### src/rtl/uart_pkg.sv
// Shared UART definitions: parity codes, receiver state encoding and the
// baud-tick divider calculation used by the oversampling RX (and future TX).
package uart_pkg;

  localparam int PARITY_NONE = 0;
  localparam int PARITY_ODD  = 1;
  localparam int PARITY_EVEN = 2;

  localparam logic [2:0] ST_IDLE  = 3'd0;
  localparam logic [2:0] ST_START = 3'd1;
  localparam logic [2:0] ST_DATA  = 3'd2;
  localparam logic [2:0] ST_PAR   = 3'd3;
  localparam logic [2:0] ST_STOP  = 3'd4;
  localparam logic [2:0] ST_BRK   = 3'd5;

  function automatic int calc_tick_div(input int clk_freq, input int baud, input int os);
    return clk_freq / (baud * os);
  endfunction

endpackage

### src/rtl/uart_baud_tick.sv
// Free-running divider producing a one-cycle tick every DIV clocks; shared
// by the oversampling receiver and transmitter.
module uart_baud_tick #(
  parameter int DIV = 2
) (
  input  logic clk,
  input  logic rst_n,
  output logic tick
);

  localparam int CW = (DIV > 1) ? $clog2(DIV) : 1;
  localparam logic [CW-1:0] CNT_LAST = CW'(DIV - 1);

  logic [CW-1:0] cnt_reg;

  always_ff @(posedge clk or negedge rst_n) begin
    if (!rst_n) begin
      cnt_reg <= '0;
    end else if (cnt_reg == CNT_LAST) begin
      cnt_reg <= '0;
    end else begin
      cnt_reg <= cnt_reg + 1'b1;
    end
  end

  assign tick = (cnt_reg == CNT_LAST);

endmodule

### src/rtl/uart_rx_os.sv
// Oversampling UART receiver with majority vote, parity/framing/overrun flags
// and a valid/ready output. Define UART_RX_BREAK_DET_EN to enable break detection.
module uart_rx_os
  import uart_pkg::*;
#(
  parameter int CLK_FREQ   = 50000000,
  parameter int BAUD_RATE  = 115200,
  parameter int DATA_BITS  = 8,
  parameter int PARITY     = 0,
  parameter int STOP_BITS  = 1,
  parameter int OVERSAMPLE = 16
) (
  input  logic                 clk,
  input  logic                 rst_n,
  input  logic                 rx,
  output logic [DATA_BITS-1:0] rx_data,
  output logic                 rx_valid,
  input  logic                 rx_ready,
  output logic                 rx_perr,
  output logic                 rx_ferr,
  output logic                 rx_overrun,
  output logic                 rx_break
);

  localparam int TICK_DIV = calc_tick_div(CLK_FREQ, BAUD_RATE, OVERSAMPLE);
  localparam int OSW      = $clog2(OVERSAMPLE);
  localparam int BCW      = $clog2(DATA_BITS);

  localparam logic [OSW-1:0] OS_VOTE = OSW'(OVERSAMPLE / 2 + 1);
  localparam logic [OSW-1:0] OS_LAST = OSW'(OVERSAMPLE - 1);
  localparam logic [BCW-1:0] BIT_LAST  = BCW'(DATA_BITS - 1);
  localparam logic [BCW-1:0] STOP_LAST = BCW'(STOP_BITS - 1);

  if (TICK_DIV < 1) begin : g_bad_tick_div
    $error("uart_rx_os: CLK_FREQ too low for BAUD_RATE*OVERSAMPLE");
  end
  if (DATA_BITS < 5 || DATA_BITS > 9 || STOP_BITS < 1 || STOP_BITS > 2 ||
      OVERSAMPLE < 8 || (OVERSAMPLE % 2) != 0 || PARITY < 0 || PARITY > 2) begin : g_bad_cfg
    $error("uart_rx_os: unsupported frame configuration");
  end

  logic tick;

  uart_baud_tick #(.DIV(TICK_DIV)) u_tick (
    .clk   (clk),
    .rst_n (rst_n),
    .tick  (tick)
  );

  logic                 rx_meta_reg, rx_sync_reg;
  logic [1:0]           samp_reg;
  logic [2:0]           state_reg, state_next;
  logic [OSW-1:0]       os_cnt_reg, os_cnt_next;
  logic [BCW-1:0]       bit_cnt_reg, bit_cnt_next;
  logic [DATA_BITS-1:0] shift_reg, shift_next;
  logic                 perr_reg, perr_next;
  logic                 ferr_reg, ferr_next;
  logic                 done_reg, done_next;
  logic                 vote, vote_tick, last_tick;
`ifdef UART_RX_BREAK_DET_EN
  logic                 zero_reg, zero_next;
  logic                 brk_reg, brk_next;
`endif

  always_ff @(posedge clk or negedge rst_n) begin
    if (!rst_n) begin
      rx_meta_reg <= 1'b1;
      rx_sync_reg <= 1'b1;
      samp_reg    <= 2'b11;
    end else begin
      rx_meta_reg <= rx;
      rx_sync_reg <= rx_meta_reg;
      if (tick) samp_reg <= {samp_reg[0], rx_sync_reg};
    end
  end

  // On the vote tick samp_reg holds the two earlier mid-bit samples.
  assign vote      = (samp_reg[1] & samp_reg[0]) | (samp_reg[1] & rx_sync_reg) |
                     (samp_reg[0] & rx_sync_reg);
  assign vote_tick = tick && (os_cnt_reg == OS_VOTE);
  assign last_tick = tick && (os_cnt_reg == OS_LAST);

  always_comb begin
    state_next   = state_reg;
    os_cnt_next  = os_cnt_reg;
    bit_cnt_next = bit_cnt_reg;
    shift_next   = shift_reg;
    perr_next    = perr_reg;
    ferr_next    = ferr_reg;
    done_next    = 1'b0;
`ifdef UART_RX_BREAK_DET_EN
    zero_next    = zero_reg;
    brk_next     = 1'b0;
`endif
    if (tick) os_cnt_next = (os_cnt_reg == OS_LAST) ? '0 : os_cnt_reg + 1'b1;

    case (state_reg)
      ST_IDLE: begin
        os_cnt_next = '0;
        if (!rx_sync_reg) begin
          state_next   = ST_START;
          bit_cnt_next = '0;
          perr_next    = 1'b0;
          ferr_next    = 1'b0;
`ifdef UART_RX_BREAK_DET_EN
          zero_next    = 1'b1;
`endif
        end
      end
      ST_START: begin
        if (vote_tick && vote) state_next = ST_IDLE;
        else if (last_tick)    state_next = ST_DATA;
      end
      ST_DATA: begin
        if (vote_tick) begin
          shift_next = {vote, shift_reg[DATA_BITS-1:1]};
`ifdef UART_RX_BREAK_DET_EN
          zero_next  = zero_reg & ~vote;
`endif
        end
        if (last_tick) begin
          if (bit_cnt_reg == BIT_LAST) begin
            bit_cnt_next = '0;
            state_next   = (PARITY != PARITY_NONE) ? ST_PAR : ST_STOP;
          end else begin
            bit_cnt_next = bit_cnt_reg + 1'b1;
          end
        end
      end
      ST_PAR: begin
        if (vote_tick) begin
          perr_next = (^{shift_reg, vote}) ^ (PARITY == PARITY_ODD);
`ifdef UART_RX_BREAK_DET_EN
          zero_next = zero_reg & ~vote;
`endif
        end
        if (last_tick) state_next = ST_STOP;
      end
      ST_STOP: begin
        if (vote_tick) begin
          ferr_next = ferr_reg | ~vote;
          if (bit_cnt_reg == STOP_LAST) begin
            state_next = ST_IDLE;
            done_next  = 1'b1;
          end
`ifdef UART_RX_BREAK_DET_EN
          // Line held low through the first stop bit: swallow the frame.
          if (bit_cnt_reg == '0 && zero_reg && !vote) begin
            state_next = ST_BRK;
            done_next  = 1'b0;
            brk_next   = 1'b1;
          end
`endif
        end
        if (last_tick) bit_cnt_next = bit_cnt_reg + 1'b1;
      end
`ifdef UART_RX_BREAK_DET_EN
      ST_BRK: begin
        if (rx_sync_reg) state_next = ST_IDLE;
      end
`endif
      default: state_next = ST_IDLE;
    endcase
  end

  always_ff @(posedge clk or negedge rst_n) begin
    if (!rst_n) begin
      state_reg   <= ST_IDLE;
      os_cnt_reg  <= '0;
      bit_cnt_reg <= '0;
      shift_reg   <= '0;
      perr_reg    <= 1'b0;
      ferr_reg    <= 1'b0;
      done_reg    <= 1'b0;
`ifdef UART_RX_BREAK_DET_EN
      zero_reg    <= 1'b0;
      brk_reg     <= 1'b0;
`endif
    end else begin
      state_reg   <= state_next;
      os_cnt_reg  <= os_cnt_next;
      bit_cnt_reg <= bit_cnt_next;
      shift_reg   <= shift_next;
      perr_reg    <= perr_next;
      ferr_reg    <= ferr_next;
      done_reg    <= done_next;
`ifdef UART_RX_BREAK_DET_EN
      zero_reg    <= zero_next;
      brk_reg     <= brk_next;
`endif
    end
  end

  logic [DATA_BITS-1:0] rx_data_reg;
  logic                 rx_valid_reg, rx_perr_reg, rx_ferr_reg, rx_overrun_reg;
  logic                 handshake;

  assign handshake = rx_valid_reg && rx_ready;

  always_ff @(posedge clk or negedge rst_n) begin
    if (!rst_n) begin
      rx_data_reg    <= '0;
      rx_valid_reg   <= 1'b0;
      rx_perr_reg    <= 1'b0;
      rx_ferr_reg    <= 1'b0;
      rx_overrun_reg <= 1'b0;
    end else begin
      if (handshake) begin
        rx_valid_reg   <= 1'b0;
        rx_overrun_reg <= 1'b0;
      end
      if (done_reg) begin
        if (!rx_valid_reg || rx_ready) begin
          rx_data_reg  <= shift_reg;
          rx_perr_reg  <= perr_reg;
          rx_ferr_reg  <= ferr_reg;
          rx_valid_reg <= 1'b1;
        end else begin
          rx_overrun_reg <= 1'b1;
        end
      end
    end
  end

  assign rx_data    = rx_data_reg;
  assign rx_valid   = rx_valid_reg;
  assign rx_perr    = rx_perr_reg;
  assign rx_ferr    = rx_ferr_reg;
  assign rx_overrun = rx_overrun_reg;
`ifdef UART_RX_BREAK_DET_EN
  assign rx_break   = brk_reg;
`else
  assign rx_break   = 1'b0;
`endif

endmodule

### config.mk
export PLATFORM = sky130hd
export DESIGN_NAME = uart_rx_os
export DESIGN_NICKNAME = d
export VERILOG_FILES = /design/src/rtl/uart_pkg.sv /design/src/rtl/uart_baud_tick.sv /design/src/rtl/uart_rx_os.sv
export SDC_FILE = /design/constraint.sdc
export NUM_CORES = 1
export LEC_CHECK = 0
export ABC_AREA = 1
export ABC_CLOCK_PERIOD_IN_PS = 2000
export CORE_MARGIN = 5
export CORE_UTILIZATION = 57
export CTS_CLUSTER_SIZE = 40
export DETAILED_ROUTE_END_ITERATION = 10
export GPL_TIMING_DRIVEN = 0
export PLACE_DENSITY_LB_ADDON = 0.08
export SLEW_MARGIN = 20
export SYNTH_ARGS = -nofsm -noshare
export SYNTH_HDL_FRONTEND = slang
export SYNTH_HIERARCHICAL = 1
export SYNTH_SLANG_ARGS = --single-unit
### constraint.sdc
create_clock -name clk -period 2 [get_ports clk]
set_input_delay 0.2 -clock clk [delete_from_list [all_inputs] [get_ports clk]]
set_output_delay 0.2 -clock clk [all_outputs]
set_load 0.05 [all_outputs]
==> run metrics, run 1 <==
status=finished clean; Layout Skew=5.69 ps; gr usage total=15.4%; Hold Crit Depth=1; critical path's slowest cell=dfrtp_1; Top Ports=17; fraction of final layout cells sized beyond drive strength 1=18.5%; Hold WS=318 ps; Tmin final=1840 ps; Place WS=120 ps; unique cell type count in the Yosys netlist=32; Crit. Startpoint=u_tick/cnt_reg[0]; n_diodes=0; root buffer cell=clkbuf_8; CP max FO=10; DR WL/cell=10.7 microns; DRT Pass-1 Iters=5; clk sink count=42; vias=1520; CTS max path bufs=2; CTS H-tree lvls=2; Synth Instances=246; placed cell areas=2350 sq um; EDFF count, synth=0; ys flop type=dfrtp_1; Setup WS post-layout=roughly 160 ps; CP startpoint kind=flop; global-route wire length before repair=6170 microns; cell mode on critical path=nand2_1; Inst Count DP=310; Final Max Tran Viols=0; Num CTS Buffers=5; sequential share of the synthesized area=around 50%; worst reg2reg path depth=12; Iteration-0 DRC Markers=112; arrival time at the worst endpoint=2010 ps; most frequent cells in the layout=nand2_1 (65), dfrtp_1 (38), inv_1 (32); postcts setup bufs=0; Peak VDD IR=436 uV; vias in the first global route=1419; R2R setup slack=160 ps; max cap viols=0; initial antenna violation count=0; DRC=0; Routed Antenna Nets=0; Worst setup endpoint=shift_reg[7]; CP Data Required Time=~2200 ps; clk_lat worst skew=290 ps; Fin. Hold Viols=0; Final Net Count=around 280; Final Wtd Congestion=just over 0.8; Die H=70.9 microns; cell area after layout=2440 sq um; Crit path largest cell delay=approximately 430 ps; Final setup viols=0; Initial Utilization=58.2%; Cell Pwr Density=approximately 570 nW/um^2; commonest non-fill, non-tap cell in the layout=nand2_1; max frequency=0.544 GHz; Critical Path, Cell by Cell=inv_1, ha_1, nand2_1, inv_1, nand2_1, inv_4, inv_2, nor2_8, nand3_2, buf_6, nand2_1, o21ai_2; Async SR Flop Fraction=100%; fin crit share=92.0%; CP endpoint kind=flop; total die area=5030 sq um; RR Endpoint=shift_reg[7]; Die X=70.9 microns; drt total wl=3410 microns; hpwl dp=2620 microns; Clock transition at path regs=about 70 ps; Core ar.=about 3600 sq um; LEAKAGE=between 1 and 1.5 nW; Post-Syn Area=2110 sq um; min-delay worst type=input port to flop; cell family contributing the most delay on the critical path=buffers and inverters; Levels on crit path=12; Yosys warnings=6; Buf/Inv on CP=5; port bufs=15; #FFs+latches synth=42; vias per cell=4.78; Non-Filler Instances=318; row count=22; CTS tree=built; Area growth, synth to finish=15.3%; Remaining Overflow, GRT=0; reg2reg start=u_tick/cnt_reg[0]; syn avg cell area=around 8.6 sq um; largest net degree at the start of global routing=23; CP Class=flop to flop; Synth Net Count=257
[synth_stat cells (2+ instances only)]
cell type | instances | area [sq um]
a21oi_1 | 4 | 20.0
clkbuf_1 | 2 | 7.51
dfrtp_1 | 38 | 951
dfstp_2 | 4 | 105
ha_1 | 7 | 87.6
inv_1 | 32 | 120
inv_2 | 6 | 22.5
nand2_1 | 65 | 244
nand2_2 | 7 | 43.8
nand3_1 | 10 | 50.1
nand3_2 | 2 | 20.0
nor2_1 | 16 | 60.1
nor2_2 | 3 | 18.8
nor3_1 | 3 | 15.0
o21ai_0 | 16 | 80.1
o21ai_1 | 4 | 20.0
o21ai_2 | 11 | 96.3
xnor2_1 | 2 | 17.5
[cells by family (layout without fill, tap and decap cells)]
kind of cell / count (synthesis) / count (layout) / synth area share, %
flops: 42 / 42 / 49.9
other cells: 1 / 1 / 0.177
compound gates: 38 / 38 / 11.5
xor+xnor: 3 / 3 / 1.24
simple gates: 113 / 113 / 25.0
fa+ha+maj: 7 / 7 / 4.14
buf+inv: 42 / 66 / 7.99
[worst min-delay path by stage]
stage | start | endpoint | slack [ps]
2_1_floorplan | rst_n | bit_cnt_reg[0] | -100
3_3_place_gp | rx_meta_reg | rx_sync_reg | 350
3_5_place_dp | rst_n | u_tick/cnt_reg[1] | 190
4_1_cts | rx | rx_meta_reg | 310
5_1_grt | rx | rx_meta_reg | 300
6_report | rx | rx_meta_reg | 320
[final cells by class]
type,count,area (sq um)
fillers,308,1190
flip-flops and latches,42,1060
multi-input cells,162,890
repair buffers,17,183
inverters,38,145
clock buffers,5,68.8
well taps,48,60.1
plain buffers,4,26.3
clock inverters,2,10.0
[worst register-to-register path, cell delays in order (launching register included)]
cell	delay, ps
dfrtp_1	430
inv_1	80
ha_1	140
nand2_1	50
inv_1	40
nand2_1	100
inv_4	130
inv_2	100
nor2_8	150
nand3_2	180
buf_6	210
nand2_1	70
o21ai_2	50
[repair_timing]
| item | in CTS | in global routing |
|---|---|---|
| hold buffers | 1 | 0 |
| endpoints found under the setup margin | 0 | 5 |
| endpoints found under the hold margin | 16 | 0 |
| resized for setup | 0 | 1 |
[power breakdown]
part,switching [mW],internal (mW),total [mW]
clock,0.266,0.234,0.500
combinational,0.0262,0.0146,0.0408
sequential,0.00288,0.854,0.857
total,0.295,1.10,1.40
[through the flow]
stage	util [%]	TNS [ps]	total power [mW]
after global routing	67.1	-0.572	1.47
after CTS	67.0	0	1.42
after detailed placement	64.6	0	0.915
final	67.1	0	1.40
after floorplan	-	0	0.885
after global placement	64.0	-13200	0.909
[routing by layer]
layer / global-route usage, % / vias to the layer above / part of all wire [%]
met3: 3.55 / 7 / 4.4
met1: 21.5 / 664 / 50
met5: 0 / - / 0
li1: - / 820 / -
met4: 6.47 / 0 / 1.9
met2: 23.3 / 29 / 43
(Power assumes the default switching activity.)
==> run 2, diff against run 1 <==
- CORE_UTILIZATION: 57 -> 60
- CTS_BUF_LIST: default -> sky130_fd_sc_hd__clkbuf_2
- CTS_CLUSTER_DIAMETER: default -> 150
==> run 2 against run 1 <==
Sequential cell count unchanged; cell count up 0.31%; first-iteration DRC count down 3.6%; non-clock buffer count up 2; cell area down 1.4%; critical path type unchanged.
==> run metrics, run 2 (synthesis results as in run 1) <==
row count=21; fin crit share=90.3%; Switching Power=approximately 0.28 mW; sw frac=22.9%; arrival time at the worst endpoint=2100 ps; Die X=69.4 microns; CTS tree=built; vias in the first global route=1429; Non-Filler Instances=319; min-delay worst type=input port to flop; Hold Crit Depth=1; CP Data Required Time=around 2300 ps; CP startpoint kind=flop; Initial Utilization=a little over three fifths; gr usage total=16.0%; Clk pwr share=27.5%; max frequency=around 0.55 GHz; CTS H-tree lvls=2; largest net degree at the start of global routing=30; DR WL/cell=approximately 11 microns; cell area after layout=2400 sq um; fraction of final layout cells sized beyond drive strength 1=approximately a fifth; DRT Pass-1 Iters=7; Final Net Count=283; global-route wire length before repair=6270 microns; port bufs=15; DRC=0; initial antenna violation count=0; Final Wtd Congestion=around 0.83; Num CTS Buffers=5; Remaining Overflow, GRT=0; vias=between 1500 and 2000; commonest non-fill, non-tap cell in the layout=nand2_1; Iteration-0 DRC Markers=approximately 110; Inst Count DP=308; drt total wl=between 3000 and 4000 microns; hpwl dp=2650 microns; Area growth, synth to finish=13.7%; clk sink count=42; Final Max Tran Viols=0; Comb power frac=3.1%; total die area=~4800 sq um; n_diodes=0; CP Class=flop to flop; Layout Skew=3.59 ps; slew at the pin closest to its max-slew limit=506 ps; worst reg2reg path depth=12; Top Ports=17; status=finished clean; max cap viols=0; Die H=about 69 microns; relative slew slack=~66%; root buffer cell=clkbuf_2; Core ar.=between 3000 and 4000 sq um; most frequent cells in the layout=nand2_1 (65), dfrtp_1 (38), inv_1 (32); clk_lat worst skew=between 300 and 400 ps; Final setup viols=0; Peak VDD IR=~380 uV; CTS max path bufs=2; P_int=between 0.9 and 1 mW; CP max FO=10; vias per cell=4.91; part of the power in registers=69.4%; Clock transition at path regs=190 ps; placed cell areas=2340 sq um; Routed Antenna Nets=0; CP endpoint kind=flop; LEAKAGE=1.17 nW; Fin. Hold Viols=0; Tmin final=1810 ps; Cell Pwr Density=515 nW/um^2
run 2: worst paths after layout:
kind,from,end,slack (ps)
min in group asynchronous,rst_n,bit_cnt_reg[2],210
min reg2reg,rx_meta_reg,rx_sync_reg,380
max in group asynchronous,rst_n,samp_reg[1],1270
max,u_tick/cnt_reg[0],shift_reg[7],190
min,rx,rx_meta_reg,200
max reg2reg,u_tick/cnt_reg[0],shift_reg[7],190
run 2: timing repair:
item | in CTS | in global routing
endpoints found under the setup margin | 0 | 8
setup buffers | 0 | 2
hold endpoints to repair | 40 | 0
gates resized for setup | 0 | 1
hold buffers | 1 | 0
run 2: worst max-delay path: stages, from the launching register on:
cell     delay, ps
dfrtp_1        440
inv_1           60
ha_1           130
nand2_1         50
inv_1           50
nand2_1        100
inv_4          130
inv_2          100
nor2_8         150
nand3_2        180
buf_6          210
nand2_1         70
o21ai_2         50
run 2: cell type report:
type | instances | area [sq um]
clock buffers | 6 | 30.0
well taps | 46 | 57.6
clock inverters | 2 | 8.76
inverters | 38 | 145
repair buffers | 19 | 190
multi-input cells | 162 | 890
flip-flops and latches | 42 | 1060
plain buffers | 4 | 26.3
fillers | 285 | 960
run 2: through the flow:
step / hold slack, ps / setup WS, ps / setup TNS [ps] / total power [mW] / utilization, %
finish: 197 / 193 / 0 / 1.24 / 71.5
global route: 148 / -29.6 / -44.4 / 1.31 / 71.5
CTS: 174 / 142 / 0 / 1.26 / 70.9
detailed placement: 119 / 152 / 0 / 0.913 / 69.5
global placement: 346 / -316 / -11950 / 0.909 / 69.0
floorplan: -95.6 / 366 / 0 / 0.885 / -
run 2: power groups by stage:
stage	clock (mW)	combinational (mW)	sequential, mW
CTS	0.363	0.0407	0.859
global placement	0	0.0351	0.874
detailed placement	0	0.0393	0.874
floorplan	0	0.0115	0.873
global route	0.405	0.0452	0.861
finish	0.341	0.0390	0.859
run 2: routing by layer:
| metal | global-route usage [%] | routed length, microns |
|---|---|---|
| met3 | 5.07 | 151 |
| met1 | 21.0 | 1650 |
| met4 | 5.86 | 53 |
| met5 | 0 | 0 |
| met2 | 24.8 | 1650 |
==> run 3, diff against run 2 <==
- ABC_AREA: 1 -> default
- CORE_UTILIZATION: 60 -> 59
- PLACE_DENSITY: default -> 0.78
- PLACE_DENSITY_LB_ADDON: 0.08 -> default
==> run 3 against run 2 <==
Power about the same; register-to-register slack got worse by 90 ps; critical path depth shrank 5; global-route usage increased by 2.2 points; core utilization up 0.45 points; synthesized area fell by 5.1%; non-clock buffer count rose by 9; hold slack gained 5.9 ps; combinational power grew 6.4%; cell count down 24%; cell area down 0.94%.
==> run metrics, run 3 <==
cell area after layout=2380 sq um; worst reg2reg path depth=7; Hold Crit Depth=1; vias in the first global route=between 1000 and 1500; #FFs+latches synth=between 40 and 50; clk sink count=42; Final Max Tran Viols=0; port bufs=15; Setup WS post-layout=106 ps; most frequent cells in the layout=dfrtp_1 (38), mux2_2 (22), clkdlybuf4s50_1 (14); DRC=0; CTS H-tree lvls=2; gr usage total=18.3%; share of the synthesized area in the top cell type=47.4%; sw frac=22.6%; syn avg cell area=~12 sq um; Routed Antenna Nets=0; placed cell areas=2240 sq um; area of the multi-input gates=900 sq um; Remaining Overflow, GRT=0; P_int=roughly 0.96 mW; Comb power frac=3.3%; Synth Instances=around 160; Top Ports=17; vias per cell=5.51; Clk pwr share=27.4%; Core ar.=3310 sq um; Buf/Inv on CP=1; Die X=68.3 microns; Final setup viols=0; Overall Power=1.24 mW; arrival time at the worst endpoint=2180 ps; total die area=4670 sq um; max cap viols=0; DR WL/cell=14.7 microns; status=finished clean; vias=1340; reg2reg start=u_tick/cnt_reg[1]; unique cell type count in the Yosys netlist=between 40 and 50; Async SR Flop Fraction=100%; Peak VDD IR=504 uV; EDFF count, synth=0; DRT Pass-1 Iters=4; Fin. Hold Viols=0; Commonest cells post-synth=dfrtp_1 (38), mux2_2 (23), nor2_1 (11); CP startpoint kind=flop; CP max FO=5; sequential share of the synthesized area=52.6%; cell taking the most area after synthesis=dfrtp_1; CP endpoint kind=flop; Crit path largest cell delay=450 ps; Switching Power=around 0.28 mW; Hold Path Origin=rx; commonest non-fill, non-tap cell in the layout=dfrtp_1; largest net degree at the start of global routing=26; Clock transition at path regs=around 180 ps; Critical Path, Cell by Cell=ha_2, and4b_2, buf_6, nand4b_4, nor2_1, nor4_2, mux2_2; register area=1060 sq um; Place WS=-233 ps; Initial Utilization=60.6%; Area growth, synth to finish=18.6%; LEAKAGE=1.08 nW; Final Wtd Congestion=0.812; initial antenna violation count=0; Final Net Count=207; Cell Pwr Density=520 nW/um^2; RR Endpoint=state_reg[2]; count leader, synth=dfrtp_1; clk_lat worst skew=380 ps; hpwl dp=2470 microns; root buffer cell=clkbuf_2; Worst Hold Path EP=rx_meta_reg; Hold WS=203 ps; cell family contributing the most delay on the critical path=simple AND/OR/NAND/NOR gates; min-delay worst type=input port to flop; global-route wire length before repair=roughly 6300 microns; slew at the pin closest to its max-slew limit=495 ps; row count=21; CTS tree=built; CP Class=flop to flop; Layout Skew=12.9 ps; CP Data Required Time=between 2000 and 2500 ps; critical path's slowest cell=dfrtp_1; Num CTS Buffers=5; ys flop type=dfrtp_1; max frequency=0.528 GHz; part of the power in registers=69.3%; relative slew slack=around two thirds; drt total wl=3570 microns; fin crit share=94.7%; n_diodes=0; fraction of final layout cells sized beyond drive strength 1=between 20 and 30%; CTS max path bufs=2; Tmin final=1890 ps; Die H=68.3 microns; Layout fillers=246; R2R setup slack=110 ps; Iteration-0 DRC Markers=55; Synth area leaders=dfrtp_1 (47%), mux2_2 (13%), dfstp_2 (5.2%); Post-Syn Area=approximately 2000 sq um; Synth Net Count=173; Yosys warnings=6
[run 3: metal layers]
layer  global-route usage (%)  share of wire [%]
met1                     22.7                 43
met2                     31.0                 52
met3                     5.09                3.7
met4                     5.21                1.5
met5                        0                  0
[run 3: worst max-delay path by stage]
stage,from,to,cells after the start
floorplan,u_tick/cnt_reg[0],shift_reg[0],7
finish,u_tick/cnt_reg[1],state_reg[2],7
CTS,u_tick/cnt_reg[0],shift_reg[2],8
global placement,rst_n,bit_cnt_reg[0],1
global route,u_tick/cnt_reg[0],shift_reg[6],8
detailed placement,u_tick/cnt_reg[0],shift_reg[3],7
[run 3: logic make-up (layout without fill, tap and decap cells)]
group | count (synthesis) | in the layout | synth area share (%)
compound gates | 21 | 21 | 7.23
xor+xnor | 9 | 9 | 4.61
fa+ha+maj | 8 | 8 | 4.86
buf+inv | 12 | 47 | 2.93
flops | 42 | 42 | 52.6
mux | 24 | 24 | 13.4
other cells | 1 | 1 | 0.187
simple gates | 45 | 45 | 14.2
[run 3: cell type report]
cell class | count | share of cell area [%]
Tap cell | 46 | 2.42
Multi-Input combinational cell | 108 | 37.8
Clock buffer | 6 | 1.26
Inverter | 7 | 1.10
Timing Repair Buffer | 27 | 11.4
Sequential cell | 42 | 44.4
Clock inverter | 2 | 0.368
Buffer | 5 | 1.37
[run 3: timing repair]
action,CTS,global route
hold endpoints to repair,17,0
buffers inserted,6,4
cloned,0,0
gates resized for setup,3,1
endpoints found under the setup margin,11,13
pin swaps,2,2
hold buffers,1,0
[run 3: metrics by stage]
| stage | TNS, ps | cells | utilization, % |
|---|---|---|---|
| 3_5_place_dp | -1900 | 224 | 67.6 |
| 5_1_grt | -0.786 | 243 | 71.9 |
| 3_3_place_gp | -9830 | 223 | 66.9 |
| 2_1_floorplan | 0 | 162 | - |
| 4_1_cts | -0.805 | 239 | 71.0 |
| 6_report | 0 | 243 | 71.9 |
[run 3: power by group through the flow]
| stage | combinational (mW) | sequential (mW) | clock (mW) |
|---|---|---|---|
| 2_1_floorplan | 0.0119 | 0.873 | 0 |
| 3_3_place_gp | 0.0342 | 0.873 | 0 |
| 3_5_place_dp | 0.0413 | 0.873 | 0 |
| 4_1_cts | 0.0429 | 0.858 | 0.354 |
| 5_1_grt | 0.0473 | 0.860 | 0.393 |
| 6_report | 0.0415 | 0.858 | 0.339 |
